<file path="config.mk">
export PLATFORM = sky130hd
export DESIGN_NAME = mem_access_ctrl_flat
export DESIGN_NICKNAME = d
export VERILOG_FILES = /design/src/rtl/mem_access_ctrl_pkg.sv /design/src/rtl/mem_access_ctrl_if.sv /design/src/rtl/mem_load_ext.sv /design/src/rtl/singleReg.sv /design/src/rtl/mem_access_ctrl.sv /design/src/flat_wrapper.sv
export SDC_FILE = /design/constraint.sdc
export NUM_CORES = 1
export LEC_CHECK = 0
export ABC_AREA = 0
export CAP_MARGIN = 20
export CORE_AREA = 5 5 182 184
export CTS_CLUSTER_DIAMETER = 30
export DETAILED_ROUTE_END_ITERATION = 8
export DIE_AREA = 0 0 187 189
export HOLD_SLACK_MARGIN = 0.02
export SYNTH_ARGS = -nofsm -noshare
export SYNTH_HDL_FRONTEND = slang
export SYNTH_SLANG_ARGS = --single-unit
</file>
<file path="constraint.sdc">
create_clock -name clk -period 1.8 [get_ports clk]
set_input_delay 0.36 -clock clk [delete_from_list [all_inputs] [get_ports clk]]
set_output_delay 0.36 -clock clk [all_outputs]
set_load 0.005 [all_outputs]
</file>
<file path="src/rtl/mem_access_ctrl_pkg.sv">
// Shared types for the MEM-stage data-memory access controller:
// pipeline control structs, controller state encoding and transfer-size codes.
package structures;

   localparam int unsigned XLEN   = 64;
   localparam int unsigned REG_W  = 5;
   localparam int unsigned SIZE_W = 2;

   // EX/MEM memory control: read/write strobes and requested transfer size.
   typedef struct packed {
      logic       read_en;
      logic       write_en;
      logic [2:0] xfer_size;
   } struct_MEM;

   // EX/MEM writeback control forwarded to MEM/WB.
   typedef struct packed {
      logic reg_write;
      logic mem_to_reg;
   } struct_WB;

   typedef enum logic {
      IDLE = 1'b0,
      REQ  = 1'b1
   } mem_state_t;

   localparam logic [SIZE_W-1:0] SZ_B = 2'd0;
   localparam logic [SIZE_W-1:0] SZ_H = 2'd1;
   localparam logic [SIZE_W-1:0] SZ_W = 2'd2;
   localparam logic [SIZE_W-1:0] SZ_D = 2'd3;

   // Sizes 4..7 are not encodable on the bus and collapse to a doubleword.
   function automatic logic [SIZE_W-1:0] clamp_size(input logic [2:0] xfer);
      return xfer[2] ? SZ_D : xfer[SIZE_W-1:0];
   endfunction

endpackage

</file>
<file path="src/rtl/mem_access_ctrl_if.sv">
// Data-memory request/response bus between the MEM-stage controller (master)
// and the data memory (slave).
interface mem_access_ctrl_if;
   import structures::*;

   logic              dmem_req;
   logic              dmem_we;
   logic [XLEN-1:0]   dmem_addr;
   logic [XLEN-1:0]   dmem_wdata;
   logic [SIZE_W-1:0] dmem_size;
   logic              dmem_ack;
   logic [XLEN-1:0]   dmem_rdata;

   modport master (
      output dmem_req, dmem_we, dmem_addr, dmem_wdata, dmem_size,
      input  dmem_ack, dmem_rdata
   );

   modport slave (
      input  dmem_req, dmem_we, dmem_addr, dmem_wdata, dmem_size,
      output dmem_ack, dmem_rdata
   );

endinterface

</file>
<file path="src/rtl/mem_load_ext.sv">
// Zero-extends raw 64-bit load data to the transfer size.
module mem_load_ext
   import structures::*;
(
   input  logic [XLEN-1:0]   i_data,
   input  logic [SIZE_W-1:0] i_size,
   output logic [XLEN-1:0]   o_data_c
);

   // Keep only the low bytes covered by the transfer.
   always_comb begin
      o_data_c = '0;
      case (i_size)
         SZ_B:    o_data_c = XLEN'(i_data[7:0]);
         SZ_H:    o_data_c = XLEN'(i_data[15:0]);
         SZ_W:    o_data_c = XLEN'(i_data[31:0]);
         default: o_data_c = i_data;
      endcase
   end

endmodule

</file>
<file path="src/rtl/singleReg.sv">
// One-bit register with synchronous active-high reset and load enable.
module singleReg (
   input  logic clk,
   input  logic rst,
   input  logic i_en,
   input  logic i_d,
   output logic o_q
);

   logic r_q;

   // Reset wins over load; otherwise capture i_d when enabled.
   always_ff @(posedge clk) begin
      if (rst) begin
         r_q <= 1'b0;
      end else if (i_en) begin
         r_q <= i_d;
      end
   end

   assign o_q = r_q;

endmodule

</file>
<file path="src/rtl/mem_access_ctrl.sv">
// MEM-stage data-memory access controller. Issues one request per load/store,
// stalls the front of the pipeline until the memory acknowledges, and forwards
// writeback control/data to MEM/WB (bubbles while waiting).
// Optional build macro MEM_TIMEOUT_EN: abort a request after TIMEOUT_CYCLES
// unacknowledged REQ cycles and raise a sticky dmem_err.
module mem_access_ctrl
   import structures::*;
#(
   parameter int unsigned TIMEOUT_CYCLES = 16
) (
   input  logic              clk,
   input  logic              rst,
   input  struct_MEM         mem_MEM,
   input  struct_WB          mem_WB,
   input  logic [XLEN-1:0]   mem_ALU_result,
   input  logic [XLEN-1:0]   mem_ALU_B,
   input  logic [REG_W-1:0]  mem_Rd,
   mem_access_ctrl_if.master bus,
   output logic              stall,
   output struct_WB          wb_WB,
   output logic [REG_W-1:0]  wb_Rd,
   output logic [XLEN-1:0]   wb_ALU_result,
   output logic [XLEN-1:0]   wb_mem_data,
   output logic              dmem_err
);

   if (TIMEOUT_CYCLES < 1) begin : g_bad_cfg
      $error("mem_access_ctrl: TIMEOUT_CYCLES must be at least 1");
   end

   logic              w_access;
   logic              w_load;
   logic              w_timeout;
   logic              r_state_q;
   mem_state_t        r_state;
   mem_state_t        w_state_d;
   logic              r_req;
   logic              r_we;
   logic [XLEN-1:0]   r_addr;
   logic [XLEN-1:0]   r_wdata;
   logic [SIZE_W-1:0] r_size;
   logic [XLEN-1:0]   w_ext;

   assign w_access = mem_MEM.read_en | mem_MEM.write_en;
   assign r_state  = mem_state_t'(r_state_q);

   singleReg u_state (
      .clk  (clk),
      .rst  (rst),
      .i_en (1'b1),
      .i_d  (w_state_d == REQ),
      .o_q  (r_state_q)
   );

   // Request strobe is high exactly while the controller sits in REQ.
   singleReg u_req (
      .clk  (clk),
      .rst  (rst),
      .i_en (1'b1),
      .i_d  (w_state_d == REQ),
      .o_q  (r_req)
   );

   mem_load_ext u_load_ext (
      .i_data   (bus.dmem_rdata),
      .i_size   (r_size),
      .o_data_c (w_ext)
   );

   // Next state, stall and writeback steering; everything idle while in reset.
   always_comb begin
      w_state_d   = r_state;
      w_load      = 1'b0;
      stall       = 1'b0;
      wb_WB       = '0;
      wb_mem_data = '0;
      if (!rst) begin
         case (r_state)
            IDLE: begin
               if (w_access) begin
                  stall     = 1'b1;
                  w_load    = 1'b1;
                  w_state_d = REQ;
               end else begin
                  wb_WB = mem_WB;
               end
            end
            REQ: begin
               if (bus.dmem_ack) begin
                  wb_WB       = mem_WB;
                  wb_mem_data = r_we ? '0 : w_ext;
                  w_state_d   = IDLE;
               end else if (w_timeout) begin
                  w_state_d = IDLE;
               end else begin
                  stall = 1'b1;
               end
            end
            default: w_state_d = IDLE;
         endcase
      end
   end

   // Capture the bus payload on entry to REQ and hold it for the whole access.
   always_ff @(posedge clk) begin
      if (rst) begin
         r_we    <= 1'b0;
         r_addr  <= '0;
         r_wdata <= '0;
         r_size  <= '0;
      end else if (w_load) begin
         r_we    <= mem_MEM.write_en;
         r_addr  <= mem_ALU_result;
         r_wdata <= mem_ALU_B;
         r_size  <= clamp_size(mem_MEM.xfer_size);
      end
   end

`ifdef MEM_TIMEOUT_EN
   localparam int unsigned CNT_W = $clog2(TIMEOUT_CYCLES + 1);

   logic [CNT_W-1:0] r_cnt;
   logic [CNT_W-1:0] w_cnt_d;
   logic             r_err;

   // Abort on the last permitted unacknowledged REQ cycle.
   assign w_timeout = (r_state == REQ) && !bus.dmem_ack &&
                      (r_cnt == CNT_W'(TIMEOUT_CYCLES - 1));
   assign w_cnt_d   = ((r_state == REQ) && !bus.dmem_ack && !w_timeout) ?
                      (r_cnt + CNT_W'(1)) : '0;

   for (genvar gi = 0; gi < int'(CNT_W); gi++) begin : g_cnt
      singleReg u_cnt_bit (
         .clk  (clk),
         .rst  (rst),
         .i_en (1'b1),
         .i_d  (w_cnt_d[gi]),
         .o_q  (r_cnt[gi])
      );
   end

   singleReg u_err (
      .clk  (clk),
      .rst  (rst),
      .i_en (w_timeout),
      .i_d  (1'b1),
      .o_q  (r_err)
   );

   assign dmem_err = r_err;
`else
   assign w_timeout = 1'b0;
   assign dmem_err  = 1'b0;
`endif

   assign bus.dmem_req   = r_req;
   assign bus.dmem_we    = r_we;
   assign bus.dmem_addr  = r_addr;
   assign bus.dmem_wdata = r_wdata;
   assign bus.dmem_size  = r_size;

   assign wb_Rd         = mem_Rd;
   assign wb_ALU_result = mem_ALU_result;

endmodule

</file>
<file path="src/flat_wrapper.sv">
// flat-port wrapper written by rule: the top's interface ports become plain ports
module mem_access_ctrl_flat import structures::*;
#(
   parameter int unsigned TIMEOUT_CYCLES = 16
)
  (clk, rst, mem_MEM, mem_WB, mem_ALU_result, mem_ALU_B, mem_Rd, stall, wb_WB, wb_Rd, wb_ALU_result, wb_mem_data, dmem_err, bus_dmem_req, bus_dmem_we, bus_dmem_addr, bus_dmem_wdata, bus_dmem_size, bus_dmem_ack, bus_dmem_rdata);
  mem_access_ctrl_if bus_i ();
  input  logic clk;
  input  logic rst;
  input  struct_MEM mem_MEM;
  input  struct_WB mem_WB;
  input  logic [XLEN-1:0] mem_ALU_result;
  input  logic [XLEN-1:0] mem_ALU_B;
  input  logic [REG_W-1:0] mem_Rd;
  output logic stall;
  output struct_WB wb_WB;
  output logic [REG_W-1:0] wb_Rd;
  output logic [XLEN-1:0] wb_ALU_result;
  output logic [XLEN-1:0] wb_mem_data;
  output logic dmem_err;
  output wire logic [$bits(bus_i.dmem_req)-1:0] bus_dmem_req;
  output wire logic [$bits(bus_i.dmem_we)-1:0] bus_dmem_we;
  output wire logic [$bits(bus_i.dmem_addr)-1:0] bus_dmem_addr;
  output wire logic [$bits(bus_i.dmem_wdata)-1:0] bus_dmem_wdata;
  output wire logic [$bits(bus_i.dmem_size)-1:0] bus_dmem_size;
  input wire logic [$bits(bus_i.dmem_ack)-1:0] bus_dmem_ack;
  input wire logic [$bits(bus_i.dmem_rdata)-1:0] bus_dmem_rdata;
  assign bus_dmem_req = bus_i.dmem_req;
  assign bus_dmem_we = bus_i.dmem_we;
  assign bus_dmem_addr = bus_i.dmem_addr;
  assign bus_dmem_wdata = bus_i.dmem_wdata;
  assign bus_dmem_size = bus_i.dmem_size;
  assign bus_i.dmem_ack = bus_dmem_ack;
  assign bus_i.dmem_rdata = bus_dmem_rdata;
  mem_access_ctrl #(.TIMEOUT_CYCLES(TIMEOUT_CYCLES)) u_core (.clk(clk), .rst(rst), .mem_MEM(mem_MEM), .mem_WB(mem_WB), .mem_ALU_result(mem_ALU_result), .mem_ALU_B(mem_ALU_B), .mem_Rd(mem_Rd), .bus(bus_i), .stall(stall), .wb_WB(wb_WB), .wb_Rd(wb_Rd), .wb_ALU_result(wb_ALU_result), .wb_mem_data(wb_mem_data), .dmem_err(dmem_err));
endmodule
</file>
-- After elaboration in Yosys (flattened, before gate mapping)
Index checks and enable logic that the tools add are counted.
- register bits: 132
- logic and storage cells: 26
- input port bits: 207
- output and inout bits: 269
- equal/unequal tests: 2
- muxes and demuxes: 16
- reductions and logical operators: 1
- bitwise logic cells: 2
- operators with widths (cell ; count):
    $mux 64 ; 4
    $pmux 64 s3 ; 1
    $mux 2 ; 4
    $mux 1 ; 5
    $pmux 2 s2 ; 1
    $eq 2x1->1 const B ; 1
    $eq 2x2->1 const B ; 1
    $logic_not 2->1 ; 1
    $pmux 1 s2 ; 1
    $not 1->1 ; 1
    $or 1x1->1 ; 1

-- Depth between registers and ports, before layout
Gate-level depths: netlist of run 1.
- depth in word-level cells: 6
- gate-level depth with buffers: 6

-- Modules after synthesis
Synthesis of run 1 repeated with hierarchy kept, for this count alone.
- cells, all modules: 804
- area, all modules: 7495.9 um^2
- modules (own cells, without submodules) (module ; area each (um^2) ; cells an instance ; sequential area each (um^2) ; instances):
    mem_access_ctrl ; 6907.9 ; 724 ; 2622.5 ; 1
    mem_load_ext ; 520.5 ; 74 ; 0.0 ; 1
    singleReg ; 33.8 ; 3 ; 20.0 ; 2

-- Least setup slack after synthesis of run 1
OpenSTA, ideal clock, no wires.
- kind: input -> output
- start: input rst
- end: output wb_mem_data[33]
- stages: 5
- data arrival time: 1.339 ns
- path slack: 0.101 ns
- required time: 1.440 ns
- cell sequence: buf_4 -> and4bb_2 -> and3_1 -> buf_2 -> and2_1
- longest elaborated chain between the ends: 1
- RTL lines (what ; line ; RTL):
    from (decl) ; flat_wrapper.sv:9 ; input logic rst;
    $mux 64 ; mem_access_ctrl.sv:77 ; if (!rst) begin
    to (decl) ; flat_wrapper.sv:19 ; output logic [XLEN-1:0] wb_mem_data;
Every way passes these cells.

-- Worst setup path in the final report of run 1
- start: register u_core.r_we (netlist: u_core.bus.dmem_we)
- end: output wb_mem_data[53]
- longest elaborated chain between the ends: 4
- RTL lines (what ; line ; RTL):
    from (decl) ; mem_access_ctrl.sv:38 ; logic r_we;
    from (signal assigned) ; mem_access_ctrl.sv:112 ; r_we <= mem_MEM.write_en;
    $mux 64 ; mem_access_ctrl.sv:91 ; wb_mem_data = r_we ? '0 : w_ext;
    $mux 64 ; mem_access_ctrl.sv:89 ; if (bus.dmem_ack) begin
    $mux 64 ; mem_access_ctrl.sv:78 ; case (r_state)
    $mux 64 ; mem_access_ctrl.sv:77 ;
Every way passes these cells.

==> reports/qor.txt, run 1 <==
count of buffers from port buffering - 464
Antenna Violating Nets Remaining - 0
VDD IR max - 0.630 mV
global-route wire length before repair - 37900 um
required time reported for the critical path endpoint - 1.44 ns
Seq cells post-synth - 132
Crit path arrival time - 1.82 ns
Crit-path slowest cell - dfxtp_2
remaining global-route overflow - 0
type of element launching the critical path - flop
via count of the first global-routing pass - 6086
storage element area - 2650 um^2
endpoint type of the worst setup path - output pin
deepest level of the CTS H-tree - 4
detailed-route wire length per cell - 18.5 um
clock latency on the worst-skew pair - 0.42 ns
filler cell count in the final layout - 3096
cell mode on critical path - buf_6
Maximum Capacitance Violations - 0
hold slack final - 0.402 ns
top cell type's share of synthesized area - 0.428
Longest Clk Path Bufs - 2
synthesized net count - 786
# setup viols final - 67
clock-pin transition on the worst setup and hold timing paths - 0.06 ns
Root Driver - clkbuf_16
multi-input combinational cell area - 3010 um^2
PnR Total Power - 9410 uW
post-route cell area - 12300 um^2
height of the die - 189 um
final number of max-transition violations - 0
endpoint of the worst hold path - u_core.bus.dmem_addr[13]$_SDFFE_PP0P_
largest fanout of any net on the critical path - 4
yosys warns - 0
share of cells above drive strength 1 - 0.345
pwr/cell area - 766 nW/um^2
portion of the post-synthesis area used by sequential elements - 0.428
start point of the worst hold path - mem_ALU_result[13]
Hold Path Depth - 2
Mean Syn Cell Area - 10.7 um^2
Vias - 5766
share of the cycle needed by the critical path after routing - 1.21
antenna violations before repair - 0
critical path's largest stage delay - 0.33 ns
total die area - 35300 um^2
Final Util - 0.393
Placer Congestion - 0.804
unrepaired setup endpoints after global routing - true
nets - 1233
Reg2Reg Depth - 8
total leakage power - 0.00527 uW
Hold Fails Final Rpt - 0
register-to-register setup slack - 0.07 ns
cell family contributing the most delay on the critical path - simple AND/OR/NAND/NOR gates
Worst Path Buf+Inv - 4
largest area contributor in the synthesized netlist - dfxtp_1
area added between synthesis and finish - 98.6%
number of primary I/O pins - 476
critical setup path kind - flop to output pin
startpoint of the worst setup timing path - u_core.bus.dmem_we$_SDFFE_PP0P_
CTS Sinks - 132
Core ar. - 31200 um^2
Horiz. Die Dim - 187 um
startpoint of the lowest-slack register-to-register path - u_core.u_req.o_q$_DFF_P_
number of iterations in the first detailed-routing pass - 4
result of the run - finished with violations
Detailed Route WL - 26600 um
Placement Cell Area - 11100 um^2
distinct cell type count after synthesis - 23
violations in the final reports - setup timing
placed wire-length estimate - 20700 um
clock buffers created by TritonCTS - 17
Min-Delay Path Class - primary input to flop
row count - 65
number of diodes - 0
CP cell instances - and4bb_2, and3_4, buf_6, buf_6, buf_6, and2_4, buf_6
biggest area contributors in the synthesized netlist - dfxtp_1 (43%), mux2_2 (23%), buf_4 (9.8%)
timing-limited maximum frequency - 459 MHz
DRC violations left - 0
capture point of the worst reg-to-reg path - u_core.bus.dmem_addr[34]$_SDFFE_PP0P_
via/cell ratio - 4.00
minimum clock period - 2.18 ns
Final Skew - 0.00897 ns
setup ws final - -0.379 ns
largest net degree at the start of global routing - 98
Setup TNS Final - -18.85 ns
starting density of the core - 0.198
post-synthesis cell count - 579
netlist area before placement - 6180 um^2
Detailed Route Iter0 Violations - 106
total global-route track usage - 0.141
clock tree from TritonCTS - done
[cell usage in the layout (no fill, tap or decap), types with 6 or more instances in the layout]
| master | instances |
|---|---|
| buf_6 | 67 |
| dfxtp_1 | 128 |
| clkbuf_16 | 20 |
| and3_4 | 10 |
| nor2b_1 | 86 |
| buf_4 | 38 |
| buf_12 | 14 |
| and2_4 | 44 |
| mux2_2 | 128 |
| clkdlybuf4s50_1 | 389 |
| and2_1 | 6 |
| and2b_1 | 42 |
| and3_1 | 7 |
| buf_2 | 13 |
[cell usage after synthesis]
master and n:
and3b_1 1, and2_1 50, buf_4 81, or3_1 1
buf_2 8, and2b_1 42, mux2_2 128, buf_1 1
dfxtp_1 132, o21ai_0 1, o21a_1 1, and3_1 17
nor2b_1 86, nand2_1 1, nand2b_1 3, and4bb_2 1
nor2_1 3, conb_1 1, clkbuf_1 15, a21oi_1 2
mux2i_1 2, o21ai_1 1, inv_1 1
[state kept, by name (all words and copies together), names as in the netlist]
signal / cells
u_core.bus.dmem_addr: 64
u_core.bus.dmem_size: 2
u_core.bus.dmem_wdata: 64
u_core.bus.dmem_we: 1
u_core.u_req.o_q: 1
[worst max-delay path by stage]
stage                            endpoint  slack [ns]  cells after the start
after detailed placement  wb_mem_data[34]       -0.82                      6
after CTS                 wb_mem_data[36]       -0.43                      7
after global routing      wb_mem_data[53]       -0.44                      7
after floorplan           wb_mem_data[33]        0.10                      5
after global placement    wb_mem_data[43]       -0.81                      6
final                     wb_mem_data[53]       -0.38                      7
[per-layer routing]
layer,GRT usage,share of wire
met5,0,0
met4,0.0629,0.037
met3,0.0583,0.078
met2,0.262,0.52
met1,0.138,0.36
[cell type report]
cell class	instances	share of cell area
Clock buffer	18	0.0350
Tap cell	402	0.0410
Clock inverter	13	0.0181
Inverter	1	0.000306
Multi-Input combinational cell	341	0.245
Sequential cell	132	0.216
Timing Repair Buffer	533	0.444
[cells by family after synthesis]
| kind of cell | after synthesis | synth area share |
|---|---|---|
| simple gates | 205 | 0.216 |
| flops | 132 | 0.428 |
| mux | 130 | 0.236 |
| buf+inv | 106 | 0.115 |
| compound gates | 5 | 0.00445 |
| other cells | 1 | 0.000607 |
[timing repair]
item	CTS	global route
pin swaps	10	24
setup endpoints to repair	71	69
hold buffers	0	0
buffers inserted	11	5
gates cloned	3	4
gates resized for setup	296	119
[where the power goes]
part           leakage (uW)  switching, uW  internal, uW
combinational       0.00385            638          1480
clock              0.000317           1470          2490
sequential          0.00110            129          3200
total               0.00527           2240          7170
[metrics by stage]
step | setup WS (ns) | cells
after floorplan | 0.101 | 579
after global placement | -0.806 | 1390
after detailed placement | -0.822 | 1390
after CTS | -0.432 | 1435
after global routing | -0.439 | 1440
final | -0.379 | 1440
Power figures use the tool's default switching activity.
==> run 2: changes to the inputs <==
--- a/config.mk
+++ b/config.mk
@@ -7,10 +7,11 @@
 export LEC_CHECK = 0
 export ABC_AREA = 0
 export CAP_MARGIN = 20
-export CORE_AREA = 5 5 182 184
+export CORE_AREA = 5 5 184 186
 export CTS_CLUSTER_DIAMETER = 30
 export DETAILED_ROUTE_END_ITERATION = 8
-export DIE_AREA = 0 0 187 189
+export DIE_AREA = 0 0 189 191
+export DONT_BUFFER_PORTS = 1
 export HOLD_SLACK_MARGIN = 0.02
 export SYNTH_ARGS = -nofsm -noshare
 export SYNTH_HDL_FRONTEND = slang
==> run 2 against run 1 <==
The flow still finishes with violations (setup timing); highest routed layer is now met5; sequential cell count did not move; critical path depth is 3 lower; die area increased by 2.1%; hold slack got worse by 0.33 ns; via count down 35%; utilization down 18 points; combinational power down 70%; register-to-register slack better by 0.27 ns; first-iteration DRC count grew 1.9%; worst setup slack improved by 0.20 ns.
==> reports/qor.txt, run 2 (synthesis gave the netlist of run 1 again) <==
clock-pin transition on the worst setup and hold timing paths - 0.07 ns (about the same)
type of element launching the critical path - flop
minimum clock period - 1.98 ns (-0.198 ns)
Horiz. Die Dim - 189 um (+1.1%)
largest fanout of any net on the critical path - 20 (+16)
share of cells above drive strength 1 - 0.396 (+0.0513)
number of iterations in the first detailed-routing pass - 4 (unchanged)
Hold Fails Final Rpt - 0 (unchanged)
area added between synthesis and finish - 12.2%
via/cell ratio - 3.99 (-0.47%)
Longest Clk Path Bufs - 2 (unchanged)
Root Driver - clkbuf_16
clock buffers created by TritonCTS - 17 (unchanged)
part of the power in registers - 0.444 (+0.090)
most common cell after layout, fill and taps aside - dfxtp_1
clock latency on the worst-skew pair - 0.43 ns (about the same)
total leakage power - 0.00294 uW (-44%)
Vias - 3758 (-35%)
Power Internal - 5840 uW (-19%)
endpoint type of the worst setup path - output pin
CTS Sinks - 132 (unchanged)
VDD IR max - 0.659 mV (+4.6%)
P_sw - 1880 uW (-16%)
Detailed Route Iter0 Violations - 108 (+1.9%)
nets - 714 (-42%)
clock network power share - 0.475 (+0.054)
commonest cells after routing, fill and taps aside - dfxtp_1 (130), mux2_2 (128), nor2b_1 (86)
via count of the first global-routing pass - 3771 (-38%)
Core ar. - 32100 um^2 (+2.9%)
CP cell instances - and4bb_2, and3_4, buf_12, and2_1
pre-CTS WS - 0.114 ns (+0.936 ns)
deepest level of the CTS H-tree - 4 (unchanged)
total global-route track usage - 0.105 (-0.0367)
violations in the final reports - setup timing
Placer Congestion - 0.829 (+3.1%)
detailed-route wire length per cell - 21.3 um (+16%)
setup ws final - -0.181 ns (+0.198 ns)
remaining global-route overflow - 0 (unchanged)
Worst Path Buf+Inv - 1 (-3)
clock tree from TritonCTS - done
critical setup path kind - flop to output pin
Final Skew - 0.00916 ns (+0.000191 ns)
count of buffers from port buffering - 0 (-100%)
buffers inserted during post-CTS setup optimization - 0 (-11)
antenna violations before repair - 20 (+20)
net switching fraction of the power - 0.244 (+0.00611)
critical path's largest stage delay - 0.39 ns (+0.06 ns)
height of the die - 191 um (+1.1%)
DRC violations left - 0 (unchanged)
largest net degree at the start of global routing - 136 (+39%)
total die area - 36100 um^2 (+2.1%)
Detailed Route WL - 20100 um (-24%)
Placement Cell Area - 6160 um^2 (-45%)
Gate power share - 0.081 (-0.144)
final number of max-transition violations - 0 (unchanged)
result of the run - finished with violations
global-route wire length before repair - 27500 um (-28%)
starting density of the core - 0.192 (-0.00550)
pwr/cell area - 1110 nW/um^2 (+45%)
Crit path arrival time - 1.62 ns (-0.20 ns)
number of primary I/O pins - 476 (unchanged)
post-route cell area - 6940 um^2 (-44%)
Crit-path slowest cell - dfxtp_4
timing-limited maximum frequency - 505 MHz (+10%)
Antenna Violating Nets Remaining - 0 (unchanged)
required time reported for the critical path endpoint - 1.44 ns (about the same)
Min-Delay Path Class - primary input to flop
Maximum Capacitance Violations - 0 (unchanged)
share of the cycle needed by the critical path after routing - 1.10 (-0.110)
# setup viols final - 63 (-6.0%)
row count - 66 (+1.5%)
placed wire-length estimate - 16000 um (-23%)
cell family contributing the most delay on the critical path - simple AND/OR/NAND/NOR gates
unrepaired setup endpoints after global routing - true
run 2: cell types whose count changed in the layout (fill, tap and decap cells not counted), sizes merged:
cell           previous run  this run
clkdlybuf4s50           389         0
buf                     134        13
diode                     0        15
dlygate4sd2               5         0
clkbuf                   21        17
clkinvlp                  0         3
bufinv                    5         3
dlymetal6s2s              2         0
inv                       5         7
clkinv                    4         3
dlygate4sd3               0         1
run 2: area by class of cell:
type                            instances  area [um^2]
Fill cell                            3463        25200
Multi-Input combinational cell        341         2930
Sequential cell                       132         2650
Tap cell                              408          510
Clock buffer                           17          425
Clock inverter                         15          194
Timing Repair Buffer                   14          190
Antenna cell                           15         37.5
Inverter                                1         3.75
run 2: power by group through the flow:
| stage | Combinational [uW] | Sequential (uW) | Clock, uW |
|---|---|---|---|
| 4_1_cts | 631 | 3440 | 3810 |
| 3_5_place_dp | 613 | 3500 | 0 |
| 3_3_place_gp | 592 | 3500 | 0 |
| 6_report | 626 | 3430 | 3670 |
| 2_1_floorplan | 686 | 3410 | 0 |
| 5_1_grt | 685 | 3460 | 3920 |
run 2: what timing repair did:
| item | 4_1_cts | 5_1_grt |
|---|---|---|
| resized for setup | 31 | 5 |
| gates cloned | 1 | 0 |
| hold buffers | 1 | 0 |
| pin swaps | 2 | 1 |
| endpoints found under the setup margin | 67 | 67 |
| endpoints found under the hold margin | 1 | 0 |
run 2: stage by stage:
step / TNS (ns) / std cells / power [uW] / hold WS, ns / util
global route: -13.80 / 937 / 8060 / 0.0311 / 0.215
detailed placement: 0 / 894 / 4110 / 0.458 / 0.192
CTS: -10.73 / 928 / 7880 / 0.0308 / 0.214
global placement: 0 / 894 / 4090 / 0.462 / 0.192
floorplan: 0 / 579 / 4100 / 0.474 / -
finish: -9.17 / 943 / 7720 / 0.0708 / 0.216
run 2: worst reg2reg max path, cell delays in order, from the launching register on:
cell and delay (ns):
dfxtp_4 0.39, nor2_1 0.08, o21ai_4 0.10, buf_12 0.20
buf_12 0.21, mux2_2 0.36
run 2: final timing paths:
check / startpoint / to / slack (ns) / cells after the start
min reg2reg: u_core.bus.dmem_we$_SDFFE_PP0P_ / u_core.bus.dmem_we$_SDFFE_PP0P_ / 0.51 / 2
max: u_core.u_req.o_q$_DFF_P_ / wb_mem_data[54] / -0.18 / 4
max reg2reg: u_core.u_req.o_q$_DFF_P_ / u_core.bus.dmem_addr[48]$_SDFFE_PP0P_ / 0.34 / 5
min: mem_ALU_B[48] / u_core.bus.dmem_wdata[48]$_SDFFE_PP0P_ / 0.07 / 1
run 2: per-layer routing:
layer,vias up,routed length (um),track usage
li1,1691,-,-
met1,1731,5800,0.0820
met2,295,10800,0.190
met3,35,3030,0.0785
met4,6,484,0.0496
met5,-,41,0
==> run 3: changes to the inputs <==
--- a/config.mk
+++ b/config.mk
@@ -7,12 +7,13 @@
 export LEC_CHECK = 0
 export ABC_AREA = 0
 export CAP_MARGIN = 20
-export CORE_AREA = 5 5 184 186
+export CORE_AREA = 5 5 180 182
 export CTS_CLUSTER_DIAMETER = 30
 export DETAILED_ROUTE_END_ITERATION = 8
-export DIE_AREA = 0 0 189 191
+export DIE_AREA = 0 0 185 187
 export DONT_BUFFER_PORTS = 1
 export HOLD_SLACK_MARGIN = 0.02
 export SYNTH_ARGS = -nofsm -noshare
 export SYNTH_HDL_FRONTEND = slang
+export SYNTH_HIERARCHICAL = 1
 export SYNTH_SLANG_ARGS = --single-unit
==> run 3 against run 2 <==
The run still ends with setup timing left; synthesized cell count up 39%; combinational power up 37%; clock power about the same; via count up 27%; first-iteration DRC count up 20%; largest power group unchanged.
==> reports/qor.txt, run 3 <==
hold slack final - 0.0953 ns (+0.0245 ns)
Hold Fails Final Rpt - 0 (unchanged)
placed wire-length estimate - 15700 um (-1.4%)
critical setup path kind - flop to output pin
share of the cycle needed by the critical path after routing - 1.00 (-0.0989)
DRC violations left - 0 (unchanged)
critical path's largest stage delay - 0.34 ns (-0.05 ns)
Crit path arrival time - 1.44 ns (-0.18 ns)
result of the run - finished with violations
endpoint type of the worst setup path - output pin
clock buffers created by TritonCTS - 17 (unchanged)
Min-Delay Path Class - primary input to flop
type of element launching the critical path - flop
yosys warns - 6 (+6)
Top FF cell, synth - dfxtp_1
antenna violations before repair - 14 (-30%)
distinct cell type count after synthesis - 27 (+17%)
deepest level of the CTS H-tree - 4 (unchanged)
nets - 909 (+27%)
most common cell after layout, fill and taps aside - nand2b_1
commonest cells after routing, fill and taps aside - nand2b_1 (260), mux2i_1 (132), dfxtp_1 (129)
Hold Path Depth - 2 (+1)
list of most frequent post-synthesis cells - nand2b_1 (260), dfxtp_1 (133), mux2i_1 (132)
Maximum Capacitance Violations - 0 (unchanged)
timing-limited maximum frequency - 555 MHz (+9.9%)
clock-pin transition on the worst setup and hold timing paths - 0.07 ns (about the same)
top cell type's share of synthesized area - 0.355 (-0.0723)
remaining global-route overflow - 0 (unchanged)
Reg2Reg Depth - 4 (-1)
clock latency on the worst-skew pair - 0.41 ns (-0.02 ns)
share of cells above drive strength 1 - 0.101 (-0.295)
register-to-register setup slack - 0.38 ns (+0.04 ns)
number of iterations in the first detailed-routing pass - 4 (unchanged)
Crit-path slowest cell - and4bb_4
height of the die - 187 um (-2.1%)
total die area - 34600 um^2 (-4.2%)
pre-CTS WS - 0.247 ns (+0.133 ns)
area added between synthesis and finish - 6.18%
via/cell ratio - 4.26 (+6.9%)
Detailed Route WL - 21200 um (+5.5%)
largest area contributor in the synthesized netlist - dfxtp_1
total global-route track usage - 0.113 (+0.00813)
starting density of the core - 0.246 (+0.0539)
total leakage power - 0.00347 uW (+18%)
unrepaired setup endpoints after global routing - true
Setup TNS Final - -0.00768 ns (+9.17 ns)
post-synthesis async set-or-reset flop share - 0 (unchanged)
Antenna Violating Nets Remaining - 0 (unchanged)
netlist area before placement - 7500 um^2 (+21%)
Final Skew - 0.00964 ns (+0.000477 ns)
most repeated cell in the gate-level netlist after synthesis - nand2b_1
pwr/cell area - 999 nW/um^2 (-10%)
detailed-route wire length per cell - 18.9 um (-11%)
post-synthesis cell count - 804 (+39%)
count of buffers from port buffering - 0 (unchanged)
minimum clock period - 1.80 ns (-0.178 ns)
startpoint of the lowest-slack register-to-register path - u_core/u_state/o_q$_SDFFE_PP0P_
global-route wire length before repair - 30100 um (+9.7%)
biggest area contributors in the synthesized netlist - dfxtp_1 (36%), nand2b_1 (22%), mux2i_1 (18%)
Detailed Route Iter0 Violations - 130 (+20%)
Vias - 4788 (+27%)
capture point of the worst reg-to-reg path - u_core/bus.dmem_addr[55]$_SDFFE_PP0P_
startpoint of the worst setup timing path - u_core/bus.dmem_we$_SDFFE_PP0P_
CTS Sinks - 133 (+0.76%)
portion of the post-synthesis area used by sequential elements - 0.355 (-0.0723)
Placer Congestion - 0.755 (-8.9%)
row count - 64 (-3.0%)
largest fanout of any net on the critical path - 36 (+80%)
final number of max-transition violations - 0 (unchanged)
Seq cells post-synth - 133 (+0.76%)
Horiz. Die Dim - 185 um (-2.1%)
largest net degree at the start of global routing - 270 (+99%)
buffers inserted during post-CTS setup optimization - 0 (unchanged)
CP cell instances - and4bb_4, buf_12, and2_1
Mean Syn Cell Area - 9.32 um^2 (-13%)
VDD IR max - 0.560 mV (-15%)
required time reported for the critical path endpoint - 1.44 ns (about the same)
number of synthesized flops with an enable pin - 0 (unchanged)
number of primary I/O pins - 476 (unchanged)
# setup viols final - 3 (-95%)
capturing element of the worst setup path - wb_mem_data[6]
Root Driver - clkbuf_16
violations in the final reports - setup timing
clock tree from TritonCTS - done
Longest Clk Path Bufs - 2 (unchanged)
via count of the first global-routing pass - 4851 (+29%)
Core ar. - 30400 um^2 (-5.3%)
setup ws final - -0.00340 ns (+0.178 ns)
[run 3: final cells by class]
class,instances,area [um^2]
antenna,13,32.5
clock buffer,19,443
clock inverter,13,171
fill,3252,22500
inverter,2,7.51
multi-input combinational,530,3880
sequential,133,2670
tap,396,495
timing repair buffer,18,255
[run 3: worst min path at each step]
stage,start,endpoint
after detailed placement,rst,u_core/u_req/o_q$_SDFFE_PP0P_
after CTS,mem_ALU_result[0],u_core/bus.dmem_addr[0]$_SDFFE_PP0P_
after floorplan,rst,u_core/u_req/o_q$_SDFFE_PP0P_
final,mem_ALU_result[18],u_core/bus.dmem_addr[18]$_SDFFE_PP0P_
after global routing,mem_ALU_result[14],u_core/bus.dmem_addr[14]$_SDFFE_PP0P_
after global placement,rst,u_core/u_req/o_q$_SDFFE_PP0P_
[run 3: repair_timing]
| action | 4_1_cts | 5_1_grt |
|---|---|---|
| endpoints found under the setup margin | 66 | 67 |
| gates cloned | 0 | 1 |
| pin swaps | 5 | 2 |
| hold endpoints to repair | 2 | 0 |
| resized for setup | 12 | 8 |
| hold buffers | 1 | 0 |
[run 3: worst max-delay path, delay by kind of cell (launching register included)]
family | cells | cell delay (ns)
and+or+nand+nor | 2 | 0.52
DFF | 1 | 0.32
buffers and inverters | 1 | 0.17
[run 3: power breakdown]
group	internal (uW)	switching, uW	leakage [uW]
sequential	3200	216	0.00110
combinational	477	382	0.00207
clock	2240	1440	0.000295
[run 3: metrics by stage]
step | power (uW) | cell area, um^2 | cells | util
after global routing | 8350 | 7960 | 1124 | 0.262
after CTS | 8090 | 7870 | 1110 | 0.259
after detailed placement | 4320 | 7210 | 1077 | 0.237
final | 7950 | 7960 | 1124 | 0.262
after global placement | 4300 | 7210 | 1077 | 0.237
after floorplan | 4330 | 7500 | 805 | -
[run 3: kinds of logic (layout without fill, tap and decap cells)]
kind of cell	Yosys count	in the layout	synth area share
AOI/OAI and AO/OA	16	16	0.0162
buffers and inverters	142	52	0.133
muxes	132	132	0.176
and+or+nand+nor	379	379	0.318
DFF	133	133	0.355
other	2	16	0.00100
[run 3: per-layer routing]
layer | GRT usage | routed length (um) | up-vias
met5 | 0 | 13 | -
met2 | 0.203 | 11200 | 299
met4 | 0.0536 | 474 | 2
met1 | 0.105 | 7080 | 2172
met3 | 0.0560 | 2480 | 22
li1 | - | - | 2293
